## src/rtl/fir_pkg.sv

```systemverilog
// Shared widths, sample/accumulator types and saturation limits
// for the FIR output buffer.
package fir_pkg;

    localparam int DATA_WIDTH = 16;
    localparam int ACC_WIDTH  = 40;
    localparam int SHIFT      = 15;
    localparam int DEPTH      = 4;

    typedef logic signed [DATA_WIDTH-1:0] sample_t;
    typedef logic signed [ACC_WIDTH-1:0]  acc_t;

    localparam sample_t SAT_MAX = {1'b0, {(DATA_WIDTH-1){1'b1}}};
    localparam sample_t SAT_MIN = {1'b1, {(DATA_WIDTH-1){1'b0}}};

endpackage

```

## src/rtl/fir_out_buffer_if.sv

```systemverilog
// Upstream accumulator handshake plus downstream sample handshake
// of the FIR output buffer; master = producer/consumer side.
interface fir_out_buffer_if
    import fir_pkg::*;
#(
    parameter int DATA_WIDTH = fir_pkg::DATA_WIDTH,
    parameter int ACC_WIDTH  = fir_pkg::ACC_WIDTH,
    parameter int DEPTH      = fir_pkg::DEPTH
);

    localparam int CW = $clog2(DEPTH) + 1;

    logic                         in_valid;
    logic signed [ACC_WIDTH-1:0]  in_acc;
    logic                         in_ready;
    logic                         out_valid;
    logic signed [DATA_WIDTH-1:0] out_data;
    logic                         out_ready;
    logic [CW-1:0]                count;

    modport master (
        output in_valid, in_acc, out_ready,
        input  in_ready, out_valid, out_data, count
    );

    modport slave (
        input  in_valid, in_acc, out_ready,
        output in_ready, out_valid, out_data, count
    );

endinterface

```

## src/rtl/fir_round_sat.sv

```systemverilog
// Combinational round-half-up, arithmetic shift and saturation of a
// wide signed accumulator down to the output sample width.
module fir_round_sat
    import fir_pkg::*;
#(
    parameter int DATA_WIDTH = fir_pkg::DATA_WIDTH,
    parameter int ACC_WIDTH  = fir_pkg::ACC_WIDTH,
    parameter int SHIFT      = fir_pkg::SHIFT
) (
    input  logic signed [ACC_WIDTH-1:0]  acc,
    output logic signed [DATA_WIDTH-1:0] sample,
    output logic                         saturated
);

    // One guard bit so adding the rounding constant cannot overflow.
    localparam int TW = ACC_WIDTH + 1;
    localparam int RS = (SHIFT > 0) ? SHIFT - 1 : 0;
    localparam logic signed [TW-1:0] RND =
        (SHIFT > 0) ? (TW'(1) << RS) : '0;

    logic signed [TW-1:0] w_t;
    logic signed [TW-1:0] w_r;
    logic signed [TW-1:0] w_max;
    logic signed [TW-1:0] w_min;

    assign w_max = {{(TW-DATA_WIDTH+1){1'b0}}, {(DATA_WIDTH-1){1'b1}}};
    assign w_min = {{(TW-DATA_WIDTH+1){1'b1}}, {(DATA_WIDTH-1){1'b0}}};

    always_comb begin
        w_t       = {acc[ACC_WIDTH-1], acc} + RND;
        w_r       = w_t >>> SHIFT;
        sample    = w_r[DATA_WIDTH-1:0];
        saturated = 1'b0;
        if (w_r > w_max) begin
            sample    = {1'b0, {(DATA_WIDTH-1){1'b1}}};
            saturated = 1'b1;
        end else if (w_r < w_min) begin
            sample    = {1'b1, {(DATA_WIDTH-1){1'b0}}};
            saturated = 1'b1;
        end
    end

endmodule

```

## src/rtl/fir_out_buffer.sv

```systemverilog
// FIR output buffer: round/saturate accumulator samples into a small FIFO.
// Optional sticky saturation flag with FIR_OUT_SAT_FLAG_EN.
module fir_out_buffer
    import fir_pkg::*;
#(
    parameter int DATA_WIDTH = fir_pkg::DATA_WIDTH,
    parameter int ACC_WIDTH  = fir_pkg::ACC_WIDTH,
    parameter int SHIFT      = fir_pkg::SHIFT,
    parameter int DEPTH      = fir_pkg::DEPTH
) (
    input  logic            clk,
    input  logic            reset,
    fir_out_buffer_if.slave bus
`ifdef FIR_OUT_SAT_FLAG_EN
    ,
    input  logic            sat_clr,
    output logic            sat_flag
`endif
);

    localparam int PW = $clog2(DEPTH);
    localparam int CW = PW + 1;

    logic signed [DATA_WIDTH-1:0] r_mem [DEPTH];
    logic [PW-1:0]                r_wr_ptr;
    logic [PW-1:0]                r_rd_ptr;
    logic [CW-1:0]                r_count;

    logic                         w_full;
    logic                         w_empty;
    logic                         w_push;
    logic                         w_pop;
    logic signed [DATA_WIDTH-1:0] w_sample;
    logic                         w_sat;

    assign w_full  = (r_count == CW'(DEPTH));
    assign w_empty = (r_count == '0);
    assign w_push  = bus.in_valid && !w_full;
    assign w_pop   = bus.out_ready && !w_empty;

    fir_round_sat #(
        .DATA_WIDTH (DATA_WIDTH),
        .ACC_WIDTH  (ACC_WIDTH),
        .SHIFT      (SHIFT)
    ) u_round_sat (
        .acc       (bus.in_acc),
        .sample    (w_sample),
        .saturated (w_sat)
    );

    // Storage is never reset; empty masking keeps stale data hidden.
    always_ff @(posedge clk) begin
        if (w_push) r_mem[r_wr_ptr] <= w_sample;
    end

    always_ff @(posedge clk or negedge reset) begin
        if (!reset) begin
            r_wr_ptr <= '0;
            r_rd_ptr <= '0;
            r_count  <= '0;
        end else begin
            if (w_push) r_wr_ptr <= r_wr_ptr + PW'(1);
            if (w_pop)  r_rd_ptr <= r_rd_ptr + PW'(1);
            unique case ({w_push, w_pop})
                2'b10:   r_count <= r_count + CW'(1);
                2'b01:   r_count <= r_count - CW'(1);
                default: r_count <= r_count;
            endcase
        end
    end

    assign bus.in_ready  = !w_full;
    assign bus.out_valid = !w_empty;
    assign bus.out_data  = w_empty ? '0 : r_mem[r_rd_ptr];
    assign bus.count     = r_count;

`ifdef FIR_OUT_SAT_FLAG_EN
    logic r_sat_flag;

    // A saturating push outranks a same-cycle clear.
    always_ff @(posedge clk or negedge reset) begin
        if (!reset) begin
            r_sat_flag <= 1'b0;
        end else if (w_push && w_sat) begin
            r_sat_flag <= 1'b1;
        end else if (sat_clr) begin
            r_sat_flag <= 1'b0;
        end
    end

    assign sat_flag = r_sat_flag;
`else
    logic w_unused_sat;
    assign w_unused_sat = w_sat;
`endif

endmodule

```

## src/flat_wrapper.sv

```systemverilog
// flat-port wrapper written by rule: the top's interface ports become plain ports
module fir_out_buffer_flat import fir_pkg::*;
#(
    parameter int DATA_WIDTH = fir_pkg::DATA_WIDTH,
    parameter int ACC_WIDTH  = fir_pkg::ACC_WIDTH,
    parameter int SHIFT      = fir_pkg::SHIFT,
    parameter int DEPTH      = fir_pkg::DEPTH
)
  (clk, reset, bus_in_valid, bus_in_acc, bus_out_ready, bus_in_ready, bus_out_valid, bus_out_data, bus_count);
  fir_out_buffer_if #(.DATA_WIDTH(DATA_WIDTH), .ACC_WIDTH(ACC_WIDTH), .DEPTH(DEPTH)) bus_i ();
  input  logic clk;
  input  logic reset;
  input wire logic [$bits(bus_i.in_valid)-1:0] bus_in_valid;
  input wire logic [$bits(bus_i.in_acc)-1:0] bus_in_acc;
  input wire logic [$bits(bus_i.out_ready)-1:0] bus_out_ready;
  output wire logic [$bits(bus_i.in_ready)-1:0] bus_in_ready;
  output wire logic [$bits(bus_i.out_valid)-1:0] bus_out_valid;
  output wire logic [$bits(bus_i.out_data)-1:0] bus_out_data;
  output wire logic [$bits(bus_i.count)-1:0] bus_count;
  assign bus_i.in_valid = bus_in_valid;
  assign bus_i.in_acc = bus_in_acc;
  assign bus_i.out_ready = bus_out_ready;
  assign bus_in_ready = bus_i.in_ready;
  assign bus_out_valid = bus_i.out_valid;
  assign bus_out_data = bus_i.out_data;
  assign bus_count = bus_i.count;
  fir_out_buffer #(.DATA_WIDTH(DATA_WIDTH), .ACC_WIDTH(ACC_WIDTH), .SHIFT(SHIFT), .DEPTH(DEPTH)) u_core (.clk(clk), .reset(reset), .bus(bus_i));
endmodule
```

## config.mk

```make
export PLATFORM = sky130hd
export DESIGN_NAME = fir_out_buffer_flat
export DESIGN_NICKNAME = d
export VERILOG_FILES = /design/src/rtl/fir_pkg.sv /design/src/rtl/fir_out_buffer_if.sv /design/src/rtl/fir_round_sat.sv /design/src/rtl/fir_out_buffer.sv /design/src/flat_wrapper.sv
export SDC_FILE = /design/constraint.sdc
export NUM_CORES = 1
export LEC_CHECK = 0
export BUFFER_PORTS_ARGS = -buffer_cell sky130_fd_sc_hd__buf_4
export CAP_MARGIN = 20
export CORE_UTILIZATION = 40
export CTS_BUF_LIST = sky130_fd_sc_hd__clkbuf_8
export DETAILED_ROUTE_END_ITERATION = 10
export SLEW_MARGIN = 0
export SYNTH_ARGS = -nofsm -noshare
export SYNTH_HDL_FRONTEND = slang
export SYNTH_SLANG_ARGS = --single-unit
```

## constraint.sdc

```tcl
create_clock -name clk -period 2.48 [get_ports clk]
set_input_delay 0.496 -clock clk [delete_from_list [all_inputs] [get_ports clk]]
set_output_delay 0.496 -clock clk [all_outputs]
set_load 0.05 [all_outputs]
```

## Word level (Yosys, flattened, before mapping)

Memory sizes are Yosys's and may differ from the RTL's.
Cells that the tools add are included.

| operators by class | value |
|---|---|
| magnitude comparators | 2 |
| eq/ne operators | 3 |
| reduce and logical (&&, ||, !) cells | 6 |
| mux-type cells | 6 |
| add/subtract/negate cells | 5 |

Operators by type and width:

| operator | number |
|---|---|
| $mux 16 | 3 |
| $add 40x16->41 const B | 1 |
| $gt 26x16->1 const B | 1 |
| $lt 26x16->1 const B | 1 |
| $pmux 3 s2 | 1 |
| $add 2x1->2 const B | 2 |
| $add 3x1->3 const B | 1 |
| $eq 3x3->1 const B | 1 |
| $logic_not 3->1 | 1 |
| $sub 3x1->3 const B | 1 |
| $eq 2x1->1 const B | 1 |
| $eq 2x2->1 const B | 1 |
| $logic_and 1x1->1 | 2 |
| $logic_not 1->1 | 2 |
| $mux 1 | 2 |
| $reduce_bool 2->1 | 1 |

| word-level totals | value |
|---|---|
| memory bits (writable) | 64 |
| memories | 1 |
| bits of input ports | 44 |
| register bits | 7 |
| word-level logic and storage cells | 26 |
| output and inout bits | 21 |

Memories:

| name | depth | width | rd ports | clocked after Yosys merged registers in | write ports | line | RTL |
|---|---|---|---|---|---|---|---|
| u_core.r_mem | 4 | 16 | 1 | 0 | 1 | fir_out_buffer.sv:24 | `logic signed [DATA_WIDTH-1:0] r_mem [DEPTH];` |

## Depth between registers and ports, before layout

| logic depth | value |
|---|---|
| word-level depth | 5 |
| gate-level depth with buffers | 10 |
| depth with buffers taken out | 10 |

## Modules after synthesis

A second synthesis with hierarchy kept.

| second synthesis, totals | value |
|---|---|
| cell total of the unflattened synthesis | 257 |
| area total of the unflattened synthesis | 3717.3 um2 |

By module, submodules not included:

| module | sequential area each (um2) | times used | cells an instance | area an instance (um2) |
|---|---|---|---|---|
| fir_out_buffer | 2097.0 | 1 | 139 | 2865.2 |
| fir_round_sat | 0.0 | 1 | 118 | 852.1 |

## Worst setup path before layout

Ideal clock, no wire load.

| path | value |
|---|---|
| path type | reg2reg |
| from | register u_core.r_count[0] (netlist: u_core.bus.count[0]) |
| to | register u_core.r_count[2] (netlist: u_core.bus.count[2]) |
| path buffers | 0 |
| cell stages (with the launch flop) | 11 |
| slack | -0.233 ns |
| arrival | 2.631 ns |
| clock period less this slack | 2.713 ns |
| library setup time | 0.082 ns |
| required time | 2.398 ns |
| cell sequence | dfrtp_1 inv_1 nand3_1 and2_1 inv_1 ha_1 inv_1 fa_1 xor2_1 nor2_1 xor2_1 |

| between the ends | value |
|---|---|
| longest elaborated chain between the ends | 5 |
| elaborated cells between the ends (all ways) | 12 |
| those cells by class | 2 x add/sub; 3 x eq/ne; 1 x mux; 6 x reduce/logical |

Ends and longest elaborated chain:

| item | line | RTL |
|---|---|---|
| start, declared | fir_out_buffer.sv:27 | `logic [CW-1:0] r_count;` |
| start signal, assigned | fir_out_buffer.sv:65 | `2'b10: r_count <= r_count + CW'(1);` |
| start signal, assigned | fir_out_buffer.sv:66 | `2'b01: r_count <= r_count - CW'(1);` |
| start signal, assigned | fir_out_buffer.sv:67 | `default: r_count <= r_count;` |
| $eq 3x3->1 (*) | fir_out_buffer.sv:36 | `assign w_full = (r_count == CW'(DEPTH));` |
| $logic_not 1->1 (*) | - |  |
| named net bus_in_ready | flat_wrapper.sv:16 | `output wire logic [$bits(bus_i.in_ready)-1:0] bus_in_ready;` |
| $logic_and 1x1->1 (*) | fir_out_buffer.sv:38 | `assign w_push = bus.in_valid && !w_full;` |
| $eq 2x1->1 or $eq 2x2->1 (tied branches) | fir_out_buffer.sv:64 | `unique case ({w_push, w_pop})` |
| $pmux 3 s2 or $reduce_bool 2->1 (tied branches) | - |  |

Mark *: on every way through the listed nets, which the timed path passes. The rest lies on a longest branch.
A chain may end at the register's enable or synchronous reset.

## Worst setup path after layout

| path | value |
|---|---|
| from | register u_core.r_rd_ptr[0] |
| to | output bus_out_data[0] |

| between the ends | value |
|---|---|
| longest elaborated chain between the ends | 2 |

Ends and longest elaborated chain:

| item | line | RTL |
|---|---|---|
| start, declared | fir_out_buffer.sv:26 | `logic [PW-1:0] r_rd_ptr;` |
| start signal, assigned | fir_out_buffer.sv:63 | `if (w_pop) r_rd_ptr <= r_rd_ptr + PW'(1);` |
| $mem_v2 4x16 | - |  |
| $mux 16 | fir_out_buffer.sv:74 | `assign bus.out_data = w_empty ? '0 : r_mem[r_rd_ptr];` |
| end, declared | flat_wrapper.sv:18 | `output wire logic [$bits(bus_i.out_data)-1:0] bus_out_data;` |

No other way between the ends.

==> implementation parameters <==
Parameter                              Value

Final layout
  Util after Layout ... 0.523
  Most common library cell in the layout ignoring fill and taps ... sky130_fd_sc_hd__buf_4
  Most frequent cells in the layout ... sky130_fd_sc_hd__buf_4 (82), sky130_fd_sc_hd__edfxtp_1 (64), sky130_fd_sc_hd__and2_1 (20)
  Fraction of final layout cells with drive strength greater than 1 ... 0.432
  Fin cells ... 441
  Area growth from synthesis to final layout ... 26.6%
  Diodes inserted ... 0
  Count of nets after finishing ... 379

Drt
  Drt first-iter violations ... 81
  Via-per-instance ratio ... 4.95
  Post-DRT Antenna Nets ... 0
  Final Routed Wirelength ... 6440 um
  Number of DRC violations after detailed routing ... 0
  Via count ... 2,184
  Total iterations of the first detailed-routing run ... 4
  DR WL/cell ... 14.6 um

Yosys
  Area share of the largest cell type after synthesis ... 0.534
  Largest family of logic cells by synthesized area ... simple AND/OR/NAND/NOR gates
  Area of the mapped netlist ... 3600 sq um
  Count of unique library cells instantiated by Yosys ... 44
  Share of synthesized area occupied by flip-flops and latches ... 0.582
  Net Count, Synth ... 292
  #FFs+latches synth ... 71
  Multiplexer share of the synthesized area ... 0.111
  Xor and xnor fraction of the mapped netlist area ... 0.0584
  Biggest area consumer among synthesized cells ... sky130_fd_sc_hd__edfxtp_1
  Cells after Synth ... 241
  Area contributors post-synth ... sky130_fd_sc_hd__edfxtp_1 (53%), sky130_fd_sc_hd__mux4_2 (10%), sky130_fd_sc_hd__dfrtp_1 (4.9%)
  Number of warnings reported in the yosys synthesis log ... 0
  Simple-gate share of the synthesized area ... 0.143
  Fraction of the mapped netlist area in compound gates ... 0.0545
  Adder-cell area share of the yosys netlist ... 0.0264
  Post-synthesis area per instance ... 14.9 sq um

Clocking
  Post-CTS clock slew at the launch and capture registers of the worst setup and hold paths ... 0.07 ns
  H-tree depth ... 3
  Clock latency on the worst-skew pair ... 0.33 ns
  Clock sink count ... 71
  Buffer depth of the longest clock path ... 2
  Root buffer selected by CTS ... sky130_fd_sc_hd__clkbuf_8
  TritonCTS clock tree ... built
  Clock buffer count from CTS ... 9
  Post-CTS Repair Setup Buffers ... 0

Placement
  Pre-CTS setup slack ... -0.251 ns
  DP Wirelength ... 4580 um
  Count of placed standard cells including taps ... 424
  Number of buffers added on ports ... 50
  GPL Wtd Cong ... 0.779

Critical path
  Kind of critical path ... reg2out
  Data arrival time of the critical path ... 1.82 ns
  Type of destination of the critical path ... output port
  Required time reported for the critical path endpoint ... 1.98 ns
  Setup slack of the worst register-to-register path ... 0.41 ns
  Critical path launch point type ... register
  Critical path fanouts, max ... 18

Power
  Worst supply voltage drop on vdd ... 478 uV
  Overall power of the completed layout ... 5.15 mW
  Power density cells ... 1130 nW/um^2
  Leakage power figure ... 1.70 nW

Global route
  Wire length of the first global-routing pass ... 10,700 um
  Maximum number of pins on one net before global-route repair ... 19
  Total Routing Usage GR ... 0.149
  Vias in the first global route ... 2,220
  GR Overflow Total ... 0
  Antenna violations before repair ... 0

Timing
  Post-route minimum period ... 2.31 ns
  Max Clk Rate ... 0.433 GHz
  Worst-Margin Slew ... 0.498 ns
  Setup repair after global routing missed its margin ... false
  Slew Limit Fails ... 0
  Fraction of the cycle the final worst path needs ... 0.932
  Setup skew after layout ... 0.00614 ns
  Normalized max-slew margin ... 0.665
  Minimum setup slack in the final design ... 0.168 ns
  Hold Fails Final Rpt ... 0
  Final total negative setup slack ... 0 ns
  Final Setup Violations ... 0

Floorplan
  Vert. Die Dim ... 96.9 um
  Site row count ... 34
  Die width ... 96.9 um
  Starting Density ... 0.413
  Total Die Area ... 9390 sq um
  Core area ... 8720 sq um
  Top-Level Pins ... 65

Run status
  Outcome ... completed

Hold path
  Worst hold path class ... in2async

Flow run
  Max-capacitance violation count ... 0
## cells by family (layout without fill, tap and decap cells)
logic type,Yosys count,count (layout)
compound gates,24,24
xor+xnor,24,24
fa+ha+maj,7,7
buf+inv,18,110
flops,71,71
mux,20,20
simple gates,77,77
## timing repair
| item | in CTS | in global routing |
|---|---|---|
| gates resized for setup | 0 | 3 |
| setup endpoints to repair | 0 | 48 |
| hold buffers | 1 | 0 |
| endpoints found under the hold margin | 7 | 0 |
## per-stage QoR
step / hold WS [ns] / cell area (sq um)
floorplan: 0.200 / 3610
global placement: 0.316 / 4330
detailed placement: 0.317 / 4330
CTS: 0.497 / 4550
global route: 0.500 / 4560
finish: 0.509 / 4560
## flip-flops by register name (all words and copies together), names as in the netlist
signal            cells
u_core.r_rd_ptr       2
u_core.r_wr_ptr       2
u_core.bus.count      3
u_core.r_mem         64
## cell type report
cell class | count | area, sq um
tap | 108 | 135
fill | 737 | 4160
sequential | 71 | 2100
multi-input combinational | 152 | 1430
inverter | 9 | 33.8
clock buffer | 9 | 124
timing repair buffer | 85 | 657
clock inverter | 7 | 88.8
## report_power, final
group | total (mW) | switching, mW | internal, mW | leakage (nW)
clock | 0.962 | 0.404 | 0.558 | 0.106
combinational | 2.50 | 1.56 | 0.948 | 0.935
sequential | 1.68 | 0.0844 | 1.60 | 0.660
## Yosys cell counts (all sizes together)
| library cell | count |
|---|---|
| nor4 | 2 |
| or3 | 2 |
| fa | 1 |
| and4 | 2 |
| nand4 | 7 |
| nor3 | 3 |
| nand2b | 1 |
| and2 | 20 |
| o21ai | 18 |
| inv | 9 |
| nor3b | 3 |
| mux4 | 16 |
| mux2 | 1 |
| xor2 | 12 |
| and3b | 1 |
| dfrtp | 7 |
| o31ai | 1 |
| edfxtp | 64 |
| and3 | 7 |
| mux2i | 3 |
| ha | 6 |
| nand2 | 7 |
| o2bb2ai | 1 |
| nand3 | 11 |
| a22oi | 1 |
| a21oi | 2 |
| clkbuf | 6 |
| xnor2 | 12 |
| buf | 3 |
| o21a | 1 |
| nor2 | 10 |
| and2b | 1 |
## worst max-delay path: stages, from the launching register on
cell	delay, ns
sky130_fd_sc_hd__dfrtp_1	0.38
sky130_fd_sc_hd__buf_12	0.20
sky130_fd_sc_hd__mux4_2	0.54
sky130_fd_sc_hd__and2_1	0.17
sky130_fd_sc_hd__buf_4	0.18
## worst paths after layout
path	from	end	cells after the start
setup reg to reg	u_core.bus.count[0]	u_core.bus.count[2]	10
hold reg to reg	u_core.bus.count[0]	u_core.bus.count[0]	1
hold / removal	reset	u_core.bus.count[2]	2
min in group clk	u_core.bus.count[0]	u_core.bus.count[0]	1
setup / recovery	u_core.r_rd_ptr[0]	bus_out_data[0]	4
max in group asynchronous	reset	u_core.bus.count[1]	2
## routing by layer
metal | up-vias | global-route usage | routed length (um)
met4 | 0 | 0.0586 | 105
met3 | 7 | 0.0332 | 203
met5 | - | 0 | 0
met1 | 1043 | 0.191 | 3010
li1 | 1083 | - | -
met2 | 51 | 0.246 | 3120
(Power assumes the default switching activity.)
